===== config.mk =====
export PLATFORM = sky130hd
export DESIGN_NAME = memory_game
export DESIGN_NICKNAME = d
export VERILOG_FILES = /design/src/rtl/memory_game.sv
export SDC_FILE = /design/constraint.sdc
export NUM_CORES = 1
export LEC_CHECK = 0
export ABC_CLOCK_PERIOD_IN_PS = 2100
export CAP_MARGIN = 20
export CORE_AREA = 5 5 71 121
export CTS_BUF_LIST = sky130_fd_sc_hd__clkbuf_4 sky130_fd_sc_hd__clkbuf_8
export DETAILED_ROUTE_END_ITERATION = 12
export DIE_AREA = 0 0 76 126
export GPL_ROUTABILITY_DRIVEN = 1
export PLACE_DENSITY = 0.86
export RECOVER_POWER = 50
export SLEW_MARGIN = 20
export SYNTH_ARGS = -nofsm -noshare
export SYNTH_HDL_FRONTEND = slang
export SYNTH_SLANG_ARGS = --single-unit

===== constraint.sdc =====
create_clock -name Clk -period 2.1 [get_ports Clk]
set_input_delay 0.42 -clock Clk [delete_from_list [all_inputs] [get_ports Clk]]
set_output_delay 0.42 -clock Clk [all_outputs]
set_load 0.01 [all_outputs]

===== src/rtl/memory_game.sv =====
// Card-matching game core: generates two rows of four cards, then runs a cursor-driven pick loop.
// Optional MEMORY_SHUFFLE_EN rotates row B by the seed's low two bits.
module memory_game (
  input  logic       Clk,
  input  logic       Reset,
  input  logic       Start,
  input  logic       Ack,
  input  logic [7:0] SS_in,
  input  logic [7:0] INC_in,
  input  logic       Right,
  input  logic       Left,
  input  logic       Up,
  input  logic       Down,
  input  logic       Select,
  output logic [3:0] Lives,
  output logic [3:0] outA0,
  output logic [3:0] outA1,
  output logic [3:0] outA2,
  output logic [3:0] outA3,
  output logic [3:0] outB0,
  output logic [3:0] outB1,
  output logic [3:0] outB2,
  output logic [3:0] outB3,
  output logic [3:0] outX,
  output logic [3:0] outY,
  output logic [3:0] unos,
  output logic       Qi,
  output logic       Qg,
  output logic       Qfo,
  output logic       Qp,
  output logic       Ql
);

  typedef enum logic [2:0] {StInit, StGen, StFind, StPlay, StLose} state_e;

  state_e          state_q, state_d;
  logic [7:0]      s_q, s_d, inc_q, inc_d;
  logic [1:0]      r_q, r_d, k_q, k_d;
  logic [3:0][3:0] a_q, a_d, b_q, b_d;
  logic [1:0]      x_q, x_d, pick_x_q, pick_x_d;
  logic            y_q, y_d, pick_y_q, pick_y_d;
  logic [3:0]      lives_q, lives_d, unos_q, unos_d, pick_val_q, pick_val_d;
  logic [7:0]      matched_q, matched_d;
  logic [4:0]      btn_q;

  logic [4:0] btn, btn_edge;
  logic       active, sel_e, right_e, left_e, up_e, down_e;
  logic [2:0] cur_idx, pick_idx;
  logic [3:0] cur_val;
  logic       cur_matched, pick_ok, try_pick, is_match, all_done, win;
  logic [7:0] gen_sum, pair_bits;

  assign btn      = {Select, Right, Left, Up, Down};
  assign btn_edge = btn & ~btn_q;
  assign active   = (state_q == StPlay) || (state_q == StFind);
  assign sel_e    = active & btn_edge[4];
  assign right_e  = active & btn_edge[3];
  assign left_e   = active & btn_edge[2];
  assign up_e     = active & btn_edge[1];
  assign down_e   = active & btn_edge[0];

  assign cur_idx     = {y_q, x_q};
  assign pick_idx    = {pick_y_q, pick_x_q};
  assign cur_val     = y_q ? b_q[x_q] : a_q[x_q];
  assign cur_matched = matched_q[cur_idx];
  assign pick_ok     = (state_q == StPlay) && sel_e && !cur_matched;
  assign try_pick    = (state_q == StFind) && sel_e && !cur_matched;
  // Re-selecting the first pick fails the row test, so it is a mismatch.
  assign is_match    = (y_q != pick_y_q) && (cur_val == pick_val_q);
  assign pair_bits   = (8'd1 << cur_idx) | (8'd1 << pick_idx);
  assign all_done    = (matched_q | pair_bits) == 8'hFF;
  assign win         = try_pick && is_match && all_done;
  assign gen_sum     = s_q + 8'(k_q) * inc_q;

  always_ff @(posedge Clk) begin
    if (!Reset) state_q <= StInit;
    else        state_q <= state_d;
  end

  always_comb begin
    state_d = state_q;
    unique case (state_q)
      StInit: if (Start) state_d = StGen;
      StGen:  if (k_q == 2'd3) state_d = StPlay;
      StPlay: if (pick_ok) state_d = StFind;
      StFind: begin
        if (try_pick) begin
          if (is_match)             state_d = all_done ? StGen : StPlay;
          else if (lives_q <= 4'd1) state_d = StLose;
          else                      state_d = StPlay;
        end
      end
      StLose: if (Ack) state_d = StInit;
      default: state_d = StInit;
    endcase
  end

  always_comb begin
    Qi  = (state_q == StInit);
    Qg  = (state_q == StGen);
    Qfo = (state_q == StFind);
    Qp  = (state_q == StPlay);
    Ql  = (state_q == StLose);
  end

  always_comb begin
    s_d        = s_q;
    inc_d      = inc_q;
    r_d        = r_q;
    k_d        = k_q;
    a_d        = a_q;
    b_d        = b_q;
    x_d        = x_q;
    y_d        = y_q;
    lives_d    = lives_q;
    unos_d     = unos_q;
    matched_d  = matched_q;
    pick_x_d   = pick_x_q;
    pick_y_d   = pick_y_q;
    pick_val_d = pick_val_q;

    if ((state_q == StInit) && Start) begin
      s_d     = SS_in;
      inc_d   = INC_in;
`ifdef MEMORY_SHUFFLE_EN
      r_d     = SS_in[1:0];
`else
      r_d     = 2'd0;
`endif
      lives_d = 4'd3;
    end

    if (state_q == StGen) begin
      a_d[k_q]       = gen_sum[3:0];
      b_d[k_q + r_q] = gen_sum[3:0];
      k_d            = k_q + 2'd1;
    end

    if (right_e && !left_e && (x_q != 2'd3)) x_d = x_q + 2'd1;
    if (left_e && !right_e && (x_q != 2'd0)) x_d = x_q - 2'd1;
    if (down_e && !up_e) y_d = 1'b1;
    if (up_e && !down_e) y_d = 1'b0;

    if (pick_ok) begin
      pick_x_d   = x_q;
      pick_y_d   = y_q;
      pick_val_d = cur_val;
    end

    if (try_pick) begin
      if (is_match) begin
        matched_d                          = matched_q | pair_bits;
        unos_d[y_q ? pick_x_q : x_q]       = 1'b1;
        if (all_done) s_d                  = s_q + (inc_q << 2);
      end else begin
        lives_d = (lives_q <= 4'd1) ? 4'd0 : lives_q - 4'd1;
      end
    end

    // Every entry to generation starts a fresh board.
    if (((state_q == StInit) && Start) || win) begin
      k_d       = 2'd0;
      x_d       = 2'd0;
      y_d       = 1'b0;
      unos_d    = 4'd0;
      matched_d = 8'd0;
    end
  end

  always_ff @(posedge Clk) begin
    if (!Reset) begin
      s_q        <= 8'd0;
      inc_q      <= 8'd0;
      r_q        <= 2'd0;
      k_q        <= 2'd0;
      a_q        <= '0;
      b_q        <= '0;
      x_q        <= 2'd0;
      y_q        <= 1'b0;
      lives_q    <= 4'd3;
      unos_q     <= 4'd0;
      matched_q  <= 8'd0;
      pick_x_q   <= 2'd0;
      pick_y_q   <= 1'b0;
      pick_val_q <= 4'd0;
      btn_q      <= 5'd0;
    end else begin
      s_q        <= s_d;
      inc_q      <= inc_d;
      r_q        <= r_d;
      k_q        <= k_d;
      a_q        <= a_d;
      b_q        <= b_d;
      x_q        <= x_d;
      y_q        <= y_d;
      lives_q    <= lives_d;
      unos_q     <= unos_d;
      matched_q  <= matched_d;
      pick_x_q   <= pick_x_d;
      pick_y_q   <= pick_y_d;
      pick_val_q <= pick_val_d;
      btn_q      <= btn;
    end
  end

  assign Lives = lives_q;
  assign outA0 = a_q[0];
  assign outA1 = a_q[1];
  assign outA2 = a_q[2];
  assign outA3 = a_q[3];
  assign outB0 = b_q[0];
  assign outB1 = b_q[1];
  assign outB2 = b_q[2];
  assign outB3 = b_q[3];
  assign outX  = {2'b00, x_q};
  assign outY  = {3'b000, y_q};
  assign unos  = unos_q;

endmodule


==> flow_summary.json <==
{
  "outcome": "finished, violations left",
  "maxCapViolCount": 0,
  "grt_pass1_wl_um": 15900,
  "nNetsFinal": 522,
  "start_kind": "flip-flop",
  "regArea_um2": 1220,
  "multi_input_area_um2": 2080,
  "placed_cells": 551,
  "crit_fanout": 4,
  "grt_overflow": 0,
  "cts-root-buf": "clkbuf_8",
  "dieArea_um2": 9580,
  "drtIter0Drc": 390,
  "synth_seq_cells": 60,
  "post-route-period-util_pct": 115,
  "fin_crit_ns": 2.41,
  "initial_utilization_pct": 45.0,
  "rsz0062_at_grt": "yes",
  "routabilityCongestion": 0.907,
  "finalHoldViolations": 0,
  "tightest_slew_ns": 0.567,
  "holdPathEnd": "unos[2]",
  "final_cell_mix": "buf_4 (55), clkdlybuf4s50_1 (54), dfxtp_1 (51), nand2_1 (41), mux2i_1 (23)",
  "wire_per_inst_um": 18.4,
  "finalSetupViolCount": 30,
  "fin_skew_ns": 0.0146,
  "pin_count": 78,
  "clockBufferDepth": 2,
  "syn_area_um2": 3380,
  "syn_to_final_growth_pct": 44.2,
  "drive_gt1_share_pct": 30.4,
  "fin_util_pct": 64.9,
  "via_per_inst": 5.65,
  "cp-end-kind": "flip-flop",
  "clk_latency_ns": 0.36,
  "worstRegToRegCells": 8,
  "hold_path_depth": 2,
  "r2r_start": "x_q[0]",
  "synthCells": 383,
  "r2r_slack_ns": -0.31,
  "routed_wl_um": 10700,
  "min-delay-start": "unos[2]",
  "ant_nets": 0,
  "vias": 3267,
  "grt.total_usage_pct": 20.6,
  "firstDrtPassIters": 5,
  "htreeDepth": 3,
  "max_slew_margin_pct": 61.8,
  "required_ns": 2.33,
  "r2r-end": "x_q[0]",
  "synth_largest_area_cell": "dfxtp_1",
  "grt_pass1_vias": 3364,
  "core_region_area_um2": 7510,
  "path_clk_slew_ns": 0.07,
  "synth_top_area_share_pct": 35.5,
  "grt_max_degree": 35,
  "portBuffers": 64,
  "yosys-top-cells-area": "dfxtp_1 (36%), mux2i_1 (6.8%), buf_4 (4.9%), nand2_1 (4.9%), nor2b_1 (4.3%)",
  "synth_flop_cell": "dfxtp_1",
  "min_path_type": "reg -> reg",
  "irDropWorstVdd_mv": 0.352,
  "violations": "setup timing",
  "cts_tree": "built",
  "slew_violations": 0,
  "instances_no_fill": 578,
  "synth_warnings": 0,
  "mostFrequentLayoutCell": "buf_4",
  "hpwl_um": 6660,
  "diodes": 0,
  "p_leak_nw": 2.02,
  "async_reset_ff_share_pct": 0,
  "die_w_um": 76,
  "grt_antenna_before_repair": 0,
  "avgSynthCellArea_um2": 8.83,
  "crit_arrival_ns": 2.64,
  "fp.dieH_um": 126,
  "p_per_area_nw_per_um2": 528,
  "fmaxAchievable_mhz": 414,
  "drcViolationCount": 0,
  "worst_slack_ns": -0.314,
  "fillCellCount": 572,
  "yosysSeqAreaShare_pct": 35.5,
  "synth-edff-count": 0,
  "critPathKind": "reg -> reg",
  "synth_cell_types": 54,
  "numCtsBuffers": 9,
  "dp_slack_ns": -0.354,
  "num_rows": 42,
  "cts.sinks": 60,
  "cts.hold.buffers_added": 0
}
==> registers in the layout, indices dropped and copies added (netlist names), 2 cells and up <==
register,count
Lives,4
k_q,2
outA1,4
unos,4
inc_q,4
pick_x_q,2
state_q,3
outA3,4
matched_q,8
btn_q,5
outA2,4
s_q,4
outA0,4
pick_val_q,4
x_q,2
==> cell usage after synthesis, types with 2 or more instances <==
| cell type | n |
|---|---|
| nor3_1 | 9 |
| a31oi_1 | 3 |
| nand3b_1 | 3 |
| xor2_1 | 3 |
| and3b_1 | 4 |
| o211ai_1 | 3 |
| inv_1 | 19 |
| a21boi_0 | 6 |
| mux4_2 | 6 |
| a21o_1 | 2 |
| nor2_1 | 19 |
| ha_1 | 9 |
| a21oi_1 | 21 |
| xnor2_1 | 9 |
| nor2b_1 | 23 |
| nand3_1 | 10 |
| o311ai_0 | 2 |
| fa_1 | 3 |
| and2_0 | 3 |
| nor3b_1 | 4 |
| clkbuf_1 | 21 |
| o21ai_0 | 9 |
| o21a_1 | 3 |
| mux2_2 | 2 |
| o211a_1 | 4 |
| mux2i_1 | 23 |
| and2_1 | 9 |
| dfxtp_1 | 60 |
| buf_4 | 22 |
| buf_6 | 2 |
| nand2_1 | 44 |
==> critical path, stage by stage (launching register included) <==
cell and delay [ns]:
dfxtp_4 0.40, buf_12 0.13, mux4_2 0.54, xnor2_2 0.19, nand3_2 0.11, or2_4 0.28, o311ai_4 0.40, buf_4 0.20
a311oi_1 0.04
==> final cells by class <==
cell class	instances	share of cell area, %
inverter	19	1.46
timing repair buffer	133	25.0
sequential	60	25.0
tap	88	2.26
clock inverter	4	0.513
multi-input combinational	262	42.7
clock buffer	12	3.13
==> stage by stage <==
step / hold slack [ns] / cell area [µm²] / power [mW] / setup TNS (ns)
finish: 0.451 / 4870 / 2.57 / -7.69
global route: 0.468 / 4870 / 2.66 / -11.32
CTS: 0.455 / 4740 / 2.54 / -5.07
detailed placement: 0.442 / 4330 / 1.58 / -8.55
global placement: 0.436 / 4330 / 1.57 / -7.80
floorplan: 0.434 / 3410 / 1.42 / -4.39
==> worst max-delay path by stage <==
stage                     startpoint           end  slack, ns  depth (start not counted)
after CTS                     x_q[0]           y_q      -0.23                          8
after floorplan               x_q[0]        k_q[0]      -0.27                          7
after detailed placement      x_q[0]  matched_q[3]      -0.35                          6
final                         x_q[0]        x_q[0]      -0.31                          8
after global placement        x_q[0]           y_q      -0.33                          6
after global routing          x_q[0]  matched_q[4]      -0.41                          8
==> where the power goes <==
group          switching (mW)  internal [mW]
Combinational           0.211          0.204
Sequential             0.0254           1.17
Clock                   0.484          0.482
==> what timing repair did <==
action,4_1_cts,5_1_grt
setup endpoints to repair,38,41
buffers inserted,8,4
resized for setup,48,34
pin swaps,15,8
cloned,0,1
==> logic make-up after synthesis <==
group,count (synthesis),share of synthesized area [%]
simple gates,137,21.3
compound gates,65,13.2
buf+inv,65,10.1
flops,60,35.5
mux,31,11.5
fa+ha+maj,12,5.11
xor+xnor,12,3.11
other cells,1,0.111
==> layer usage <==
layer	GRT usage, %	up-vias	share of wire (%)
li1	-	1481	-
met1	19.6	1578	35
met2	38.9	156	54
met3	4.43	52	5.5
met4	12.6	0	4.9
met5	0	-	0
No activity file was read; power rests on OpenSTA's default activity.
